<file path="config.mk">
export PLATFORM = sky130hd
export DESIGN_NAME = sha3_sponge_ctrl
export DESIGN_NICKNAME = d
export VERILOG_FILES = /design/src/rtl/sha3_sponge_ctrl.sv
export SDC_FILE = /design/constraint.sdc
export NUM_CORES = 1
export LEC_CHECK = 0
export CAP_MARGIN = 20
export CORE_MARGIN = 5
export CORE_UTILIZATION = 38
export CTS_BUF_LIST = sky130_fd_sc_hd__clkbuf_8
export CTS_CLUSTER_SIZE = 10
export DETAILED_ROUTE_END_ITERATION = 12
export GPL_TIMING_DRIVEN = 0
export PLACE_DENSITY = 0.87
export SYNTH_ARGS = -nofsm -noshare
export SYNTH_HDL_FRONTEND = slang
export SYNTH_SLANG_ARGS = --single-unit
</file>
<file path="constraint.sdc">
create_clock -name ACLK -period 3.1 [get_ports ACLK]
set_clock_uncertainty 0.15 [all_clocks]
set_input_delay 0.62 -clock ACLK [delete_from_list [all_inputs] [get_ports ACLK]]
set_output_delay 0.62 -clock ACLK [all_outputs]
set_load 0.01 [all_outputs]
</file>
<file path="src/rtl/sha3_sponge_ctrl.sv">
// Purpose : SHA3 sponge sequencer: absorbs AXI-Stream words into the rate lanes, pads, runs Keccak rounds, hands off to squeeze.
// Latency : first pad word 1 cycle after the TLAST beat; permutation takes ROUNDS cycles; out_ready rises the cycle after the last round.
// Backpressure: S_TREADY is high only in ABSORB; SQUEEZE holds out_ready until out_last. Optional SHA_CTRL_BLKCNT_EN adds blk_cnt[15:0].
module sha3_sponge_ctrl #(
  parameter int DATA_WIDTH = 64,
  parameter int ROUNDS     = 24
) (
  input  logic                  ACLK,
  input  logic                  ARESET,
  input  logic                  S_TVALID,
  output logic                  S_TREADY,
  input  logic [DATA_WIDTH-1:0] S_TDATA,
  input  logic                  S_TLAST,
  input  logic [1:0]            S_TID,
  input  logic                  mode_in,
  output logic                  state_clr,
  output logic                  absorb_we,
  output logic [7:0]            absorb_idx,
  output logic [DATA_WIDTH-1:0] absorb_data,
  output logic                  round_en,
  output logic [4:0]            round_idx,
  output logic                  out_ready,
  output logic [1:0]            out_tid,
  output logic                  out_mode,
  input  logic                  out_last,
`ifdef SHA_CTRL_BLKCNT_EN
  output logic                  busy,
  output logic [15:0]           blk_cnt
`else
  output logic                  busy
`endif
);

  // Words per rate block are rate_bits >> log2(DATA_WIDTH).
  localparam int WSHIFT = (DATA_WIDTH == 16) ? 4 : (DATA_WIDTH == 32) ? 5 : 6;
  localparam logic [4:0] LAST_RND = 5'(ROUNDS - 1);
  localparam logic [DATA_WIDTH-1:0] PAD_FIRST = {{(DATA_WIDTH-8){1'b0}}, 8'h06};
  localparam logic [DATA_WIDTH-1:0] PAD_LAST  = {8'h80, {(DATA_WIDTH-8){1'b0}}};

  typedef enum logic [2:0] {
    IDLE    = 3'd0,
    CLEAR   = 3'd1,
    ABSORB  = 3'd2,
    PAD     = 3'd3,
    PERMUTE = 3'd4,
    SQUEEZE = 3'd5
  } state_t;

  // Index of the last rate word for a given SHA3 variant.
  function automatic logic [7:0] rate_last(input logic [1:0] tid);
    logic [10:0] bits;
    case (tid)
      2'd0:    bits = 11'd1152;
      2'd1:    bits = 11'd1088;
      2'd2:    bits = 11'd832;
      default: bits = 11'd576;
    endcase
    return 8'((bits >> WSHIFT) - 11'd1);
  endfunction

  state_t      state_q, state_d;
  logic [7:0]  idx_q, idx_d;
  logic [4:0]  rnd_q, rnd_d;
  logic [7:0]  rlast_q, rlast_d;
  logic [1:0]  tid_q, tid_d;
  logic        mode_q, mode_d;
  logic        msg_done_q, msg_done_d;   // TLAST beat already absorbed
  logic        pad_blk_q, pad_blk_d;     // an all-padding block follows this permutation
  logic        pad_first_q, pad_first_d; // next pad word carries the 0x06 domain byte
  logic        tready_q, tready_d;
  logic        clr_q, clr_d;
  logic        ren_q, ren_d;
  logic        oready_q, oready_d;
  logic        busy_q, busy_d;
`ifdef SHA_CTRL_BLKCNT_EN
  logic [15:0] blk_cnt_q, blk_cnt_d;
`endif

  logic beat_hs;
  assign beat_hs = tready_q & S_TVALID;

  // Sequencer next state, counters, latched stream attributes and registered output decodes.
  always_comb begin
    state_d     = state_q;
    idx_d       = idx_q;
    rnd_d       = rnd_q;
    rlast_d     = rlast_q;
    tid_d       = tid_q;
    mode_d      = mode_q;
    msg_done_d  = msg_done_q;
    pad_blk_d   = pad_blk_q;
    pad_first_d = pad_first_q;
`ifdef SHA_CTRL_BLKCNT_EN
    blk_cnt_d   = blk_cnt_q;
`endif
    case (state_q)
      IDLE: begin
        // The first beat is only observed here; it is consumed in ABSORB.
        if (S_TVALID) begin
          state_d     = CLEAR;
          tid_d       = S_TID;
          mode_d      = mode_in;
          rlast_d     = rate_last(S_TID);
          idx_d       = '0;
          rnd_d       = '0;
          msg_done_d  = 1'b0;
          pad_blk_d   = 1'b0;
          pad_first_d = 1'b0;
        end
      end
      CLEAR: begin
        state_d = ABSORB;
        idx_d   = '0;
`ifdef SHA_CTRL_BLKCNT_EN
        blk_cnt_d = '0;
`endif
      end
      ABSORB: begin
        if (beat_hs) begin
          if (S_TLAST) begin
            msg_done_d = 1'b1;
            if (idx_q == rlast_q) begin
              // Block is full: padding needs a whole extra block.
              state_d   = PERMUTE;
              pad_blk_d = 1'b1;
              idx_d     = '0;
              rnd_d     = '0;
            end else begin
              state_d     = PAD;
              pad_first_d = 1'b1;
              idx_d       = idx_q + 8'd1;
            end
          end else if (idx_q == rlast_q) begin
            state_d = PERMUTE;
            idx_d   = '0;
            rnd_d   = '0;
          end else begin
            idx_d = idx_q + 8'd1;
          end
        end
      end
      PAD: begin
        pad_first_d = 1'b0;
        if (idx_q == rlast_q) begin
          state_d = PERMUTE;
          idx_d   = '0;
          rnd_d   = '0;
        end else begin
          idx_d = idx_q + 8'd1;
        end
      end
      PERMUTE: begin
        if (rnd_q == LAST_RND) begin
          rnd_d = '0;
`ifdef SHA_CTRL_BLKCNT_EN
          if (blk_cnt_q != 16'hFFFF) blk_cnt_d = blk_cnt_q + 16'd1;
`endif
          if (!msg_done_q) begin
            state_d = ABSORB;
          end else if (pad_blk_q) begin
            state_d     = PAD;
            pad_blk_d   = 1'b0;
            pad_first_d = 1'b1;
          end else begin
            state_d = SQUEEZE;
          end
        end else begin
          rnd_d = rnd_q + 5'd1;
        end
      end
      SQUEEZE: begin
        if (out_last) state_d = IDLE;
      end
      default: state_d = IDLE;
    endcase

    tready_d = (state_d == ABSORB);
    clr_d    = (state_d == CLEAR);
    ren_d    = (state_d == PERMUTE);
    oready_d = (state_d == SQUEEZE);
    busy_d   = (state_d != IDLE);
  end

  // Absorb port: message word on a handshake, generated pad word in PAD, zero otherwise.
  always_comb begin
    absorb_we   = 1'b0;
    absorb_data = '0;
    if (beat_hs) begin
      absorb_we   = 1'b1;
      absorb_data = S_TDATA;
    end else if (state_q == PAD) begin
      absorb_we = 1'b1;
      if (pad_first_q)       absorb_data = absorb_data | PAD_FIRST;
      if (idx_q == rlast_q)  absorb_data = absorb_data | PAD_LAST;
    end
  end

  // State register; reset aborts any message in flight.
  always_ff @(posedge ACLK) begin
    if (ARESET) begin
      state_q     <= IDLE;
      idx_q       <= '0;
      rnd_q       <= '0;
      rlast_q     <= '0;
      tid_q       <= '0;
      mode_q      <= 1'b0;
      msg_done_q  <= 1'b0;
      pad_blk_q   <= 1'b0;
      pad_first_q <= 1'b0;
      tready_q    <= 1'b0;
      clr_q       <= 1'b0;
      ren_q       <= 1'b0;
      oready_q    <= 1'b0;
      busy_q      <= 1'b0;
`ifdef SHA_CTRL_BLKCNT_EN
      blk_cnt_q   <= '0;
`endif
    end else begin
      state_q     <= state_d;
      idx_q       <= idx_d;
      rnd_q       <= rnd_d;
      rlast_q     <= rlast_d;
      tid_q       <= tid_d;
      mode_q      <= mode_d;
      msg_done_q  <= msg_done_d;
      pad_blk_q   <= pad_blk_d;
      pad_first_q <= pad_first_d;
      tready_q    <= tready_d;
      clr_q       <= clr_d;
      ren_q       <= ren_d;
      oready_q    <= oready_d;
      busy_q      <= busy_d;
`ifdef SHA_CTRL_BLKCNT_EN
      blk_cnt_q   <= blk_cnt_d;
`endif
    end
  end

  assign S_TREADY   = tready_q;
  assign state_clr  = clr_q;
  assign absorb_idx = idx_q;
  assign round_en   = ren_q;
  assign round_idx  = rnd_q;
  assign out_ready  = oready_q;
  assign out_tid    = tid_q;
  assign out_mode   = mode_q;
  assign busy       = busy_q;
`ifdef SHA_CTRL_BLKCNT_EN
  assign blk_cnt    = blk_cnt_q;
`endif

endmodule

</file>
==> Word level (Yosys, flattened, before mapping) <==
Cells that the tools add are included.
{ "totals": {"input_bits": 72, "output_inout_bits": 86, "regBits": 35} }
{ "classes": {"mux": 45, "addsub": 3, "n_eq_ne": 21, "bitwise_logic": 1, "reduce_logical": 13} }
{ "op_table": {"columns": ["cell", "count"], "rows": [
  ["64-bit two-way mux", 3],
  ["11-bit one-hot mux with 3 select lines", 1],
  ["8-bit one-hot mux with 4 select lines", 1],
  ["3-bit two-way mux", 10],
  ["8-bit two-way mux", 3],
  ["11-bit two-way mux", 2],
  ["5-bit two-way mux", 4],
  ["5-bit one-hot mux with 4 select lines", 1],
  ["3-bit one-hot mux with 6 select lines", 1],
  ["1-bit two-way mux", 16],
  ["2-bit inequality test, second input constant", 8],
  ["3-bit equality test, second input constant", 4],
  ["3-bit by 2-bit equality test with 1-bit output, second input constant", 3],
  ["8-bit by 1-bit adder with 8-bit output, second input constant", 1],
  ["8-bit equality test", 1],
  ["8-bit AND reduction", 1],
  ["4-bit nonzero test", 2],
  ["7-bit AND reduction", 1],
  ["3-bit by 1-bit equality test with 1-bit output, second input constant", 2],
  ["3-bit AND reduction", 2],
  ["3-bit nonzero test", 2],
  ["5-bit by 1-bit subtractor with 6-bit output, second input constant", 1],
  ["5-bit by 1-bit adder with 5-bit output, second input constant", 1],
  ["5-bit equality test, second input constant", 1],
  ["11 further kinds", 11]
]} }

==> Longest topological paths before layout <==
{ "depth": {"ltp_word": 6, "depth_mapped": 7} }

==> Worst setup path before layout <==
No wires, ideal clock.
{ "synth_timing": {"kind": "flip-flop to output port", "startpoint": "register idx_q[5], in the netlist absorb_idx[5]", "endpoint": "output absorb_data[63]", "path_buffers": 0, "required_ns": 2.330, "stages_incl_launch_ff": 5, "path_slack_ns": 0.603, "t_arrival_ns": 1.727, "cell_sequence": "dfxtp_1 > or4_4 > a211oi_4 > nand2_4 > o31ai_1"} }
{ "synth_between": {"elab_chain_cells": 4} }
{ "synth_lines": {"columns": ["element", "line_no", "text"], "rows": [
  ["start, declared", "62", "logic [7:0] idx_q, idx_d;"],
  ["start signal, assigned", "220", "idx_q <= idx_d;"],
  ["8-bit equality test", "194", "if (idx_q == rlast_q) absorb_data = absorb_data | PAD_LAST;"],
  ["64-bit two-way mux", "194", null],
  ["64-bit two-way mux", "191", "end else if (state_q == PAD) begin"],
  ["64-bit two-way mux", "188", "if (beat_hs) begin"],
  ["end, declared", "19", "output logic [DATA_WIDTH-1:0] absorb_data,"]
]} }
No other way between the ends.

==> Worst setup path in the final report <==
{ "layout_timing": {"startpoint": "input S_TVALID", "endpoint": "output absorb_data[2]"} }
{ "layout_between": {"elab_chain_cells": 2} }
{ "layout_lines": {"columns": ["element", "line_no", "text"], "rows": [
  ["start, declared", "10", "input logic S_TVALID,"],
  ["1-bit bitwise AND", "80", "assign beat_hs = tready_q & S_TVALID;"],
  ["64-bit two-way mux", "188", null]
]} }
No other way between the ends.

==> metrics.md <==
| Metric | Value |
|---|---|
| Buffer and inverter count on the worst path | `3` |
| Setup Slack @ Placement | `-0.3628 ns` |
| Core Util, Final | `71.99%` |
| WHS Path Cells | `2` |
| DR iter-0 viols | `217` |
| Synth area leader | `dfxtp_1` |
| Multi-input gate area | `0.001349 mm^2` |
| Worst EP arrival | `2.21 ns` |
| Worst EP required | `2.33 ns` |
| CTS clock-pin slew for the worst setup and hold paths | `0.06 ns` |
| Hold path startpoint | `out_tid[0]$_SDFFE_PP0P_` |
| GP Congestion | `0.8536` |
| Crit-path cells | `dlygate4sd2_1, clkbuf_8, and2_1, nor3_2, a21o_1, clkdlybuf4s50_1` |
| Max Root-Sink Buffers | `2` |
| Critical R2R Launch | `absorb_idx[5]$_SDFFE_PP0P_` |
| Post-synth ARST share | `0%` |
| MaxCap Viol Count | `0` |
| Worst r2r path cells | `6` |
| Delay of the slowest critical-path stage | `0.54 ns` |
| CTS buffer count | `5` |
| Setup ws final | `0.1153 ns` |
| H-tree depth | `2` |
| Register area share after synthesis | `30.82%` |
| Worst Setup End Kind | `output port` |
| Outcome | `finished clean` |
| WS Path Type | `input port to output port` |
| Remaining DRCs | `0` |
| Pins Over Slew Limit | `0` |
| Ys Warns | `0` |
| Reg2Reg Setup Slack | `0.92 ns` |
| Total global-route track usage | `22.47%` |
| Synth Flop Type | `dfxtp_1` |
| Fillers | `433` |
| Switching power total | `0.3661 mW` |
| Number of global-route vias before repair | `2636` |
| Initial antenna violation count | `0` |
| Die span in x | `83.96 um` |
| Sequential power share | `34.2%` |
| Nets | `506` |
| Cts hold-fix bufs | `0` |
| Post-synth top area share | `30.82%` |
| Clock power frac | `34.0%` |
| Mapped cell area | `0.002078 mm^2` |
| Number of port buffers | `157` |
| Rows | `27` |
| Mean post-synth cell area | `7.784 um^2` |
| WP depth | `6` |
| Antenna viol nets, final | `0` |
| Post-DR wirelength/cell | `16.22 um` |
| Hold path endpoint | `out_tid[0]$_SDFFE_PP0P_` |
| Worst slew pin tran | `0.5526 ns` |
| Cells after synthesis | `267` |
| Final hold viol count | `0` |
| Slew margin rel. | `63.16%` |
| Share of cells above drive strength 1 | `6.928%` |
| Post-DP HPWL | `6603 um` |
| Worst skew pair latency | `0.29 ns` |
| VDD IR max | `0.0001890 V` |
| Most frequent cell after synthesis | `and3_1` |
| Final setup vio count | `0` |
| Die height | `83.96 um` |
| Period minus WS final | `2.985 ns` |
| P&R area growth vs syn | `87.24%` |
| Max FO, Critical Path | `10` |
| Sw frac | `28.21%` |
| RSZ-0062 raised after global routing | `no` |
| DR pass1 iterations | `7` |
| Clock sinks | `32` |
| Antenna cells | `0` |
| CP top delay family | `buffers and inverters` |
| First-pass GRT wire length | `12710 um` |
| CORE AREA | `0.005405 mm^2` |
| Post-synth EDFFs | `0` |
| Internal power | `0.9318 mW` |
| Total Wirelength | `8189 um` |
| Sequential Area | `640.6 um^2` |
| RR Endpoint | `absorb_idx[5]$_SDFFE_PP0P_` |
| Vias/cell | `5.281` |
| Root Driver | `clkbuf_8` |
| Post-synth top cells | `61 x and3_1, 32 x dfxtp_1, 22 x clkbuf_1` |
| Fmax | `335.0 MHz` |
| Ports | `158` |
| Power density over the cells | `333.6 mW/mm^2` |
| Top cells by area, synth | `dfxtp_1 31%, and3_1 18%, clkbuf_1 4.0%` |
| CP max stage cell | `clkdlybuf4s50_1` |
| Syn Nets | `341` |
| Leakage | `1.638 nW` |
| #FFs+latches synth | `32` |
| CTS tree | `built` |
| Count of cell types in the netlist | `50` |
| Via count | `2667` |
| Pin count of the biggest net entering global routing | `11` |
| Initial core utilization | `38.45%` |
| Crit start category | `input port` |
| Die area | `0.007048 mm^2` |
| Final Cycle Share | `96.28%` |
| Worst hold path type | `register to register` |
| Global route overflow | `0` |
| Combinational power share | `31.7%` |
cell families (layout without fill, tap and decap cells):
group | count (synthesis) | after routing | share of synthesized area (%)
flip-flops | 32 | 32 | 30.82
adder cells (fa/ha/maj) | 2 | 2 | 1.204
XOR/XNOR | 10 | 10 | 4.214
AO/OA/AOI/OAI | 47 | 47 | 16.19
AND/OR/NAND/NOR | 150 | 150 | 42.32
buffers and inverters | 25 | 191 | 4.515
multiplexers | 1 | 1 | 0.7222
per-stage QoR:
stage	power [mW]	TNS, ns	hold slack (ns)	cells	instance area [um^2]
after global routing	1.350	0	0.3285	505	3891
after detailed placement	0.8559	-18.95	0.3079	496	3740
final	1.298	0	0.3184	505	3891
after floorplan	0.6426	0	0.2878	267	2078
after global placement	0.8457	-18.68	0.2993	496	3740
after CTS	1.299	0	0.3190	505	3889
worst max-delay path by stage:
stage	from	endpoint
2_1_floorplan	absorb_idx[5]$_SDFFE_PP0P_	absorb_data[63]
3_3_place_gp	S_TVALID	absorb_data[2]
3_5_place_dp	S_TVALID	absorb_data[2]
4_1_cts	state_q[0]$_SDFF_PP0_	absorb_data[2]
5_1_grt	S_TVALID	absorb_data[2]
6_report	S_TVALID	absorb_data[2]
power groups by stage:
stage                     clock network [mW]  registers (mW)  logic, mW
final                                  0.442           0.444      0.412
after global routing                   0.460           0.447      0.444
after CTS                              0.445           0.444      0.410
after detailed placement                   0           0.453      0.402
after global placement                     0           0.452      0.393
after floorplan                            0           0.456      0.187
state kept, by name, summed over array words and instances (netlist names), 2 cells and up:
name        cells
round_idx       5
absorb_idx      8
rlast_q         5
out_tid         2
state_q         3
cell usage in the layout (no fill, tap or decap), types with 5 or more instances in the layout:
cell type,netlist,layout
a21oi_1,16,16
and3_1,61,61
clkbuf_1,22,17
clkbuf_8,0,8
clkdlybuf4s50_1,0,155
dfxtp_1,32,32
nand2_1,17,17
nand2b_1,11,11
nand4_1,6,6
nor2_1,21,21
o21ai_0,5,5
xnor2_1,5,5
xor2_1,5,5
what timing repair did:
item / CTS / global route
endpoints found under the setup margin: 65 / 2
resized for setup: 9 / 4
pin swaps: 2 / 0
buffers inserted: 1 / 0
per-layer routing:
layer	vias up	share of wire, %	GRT usage, %
li1	1292	-	-
met1	1198	35	22.40
met2	155	51	41.43
met3	22	11	8.885
met4	0	3.0	8.772
met5	-	0	0
worst reg2reg max path: cells and delay by family (launching register included):
kind                   cells  cell delay [ns]
flip-flops                 1             0.38
AND/OR/NAND/NOR            2             0.68
buffers and inverters      1             0.18
AO/OA/AOI/OAI              3             0.66
area by class of cell:
type                    count  share of cell area [%]
multi-input cells         210                   34.66
repair buffers            158                   40.51
clock buffers               7                   2.476
inverters                   3                  0.2894
well taps                  72                   2.315
clock inverters             1                  0.7717
plain buffers              22                   2.508
flip-flops and latches     32                   16.46
No activity file was read; power rests on OpenSTA's default activity.
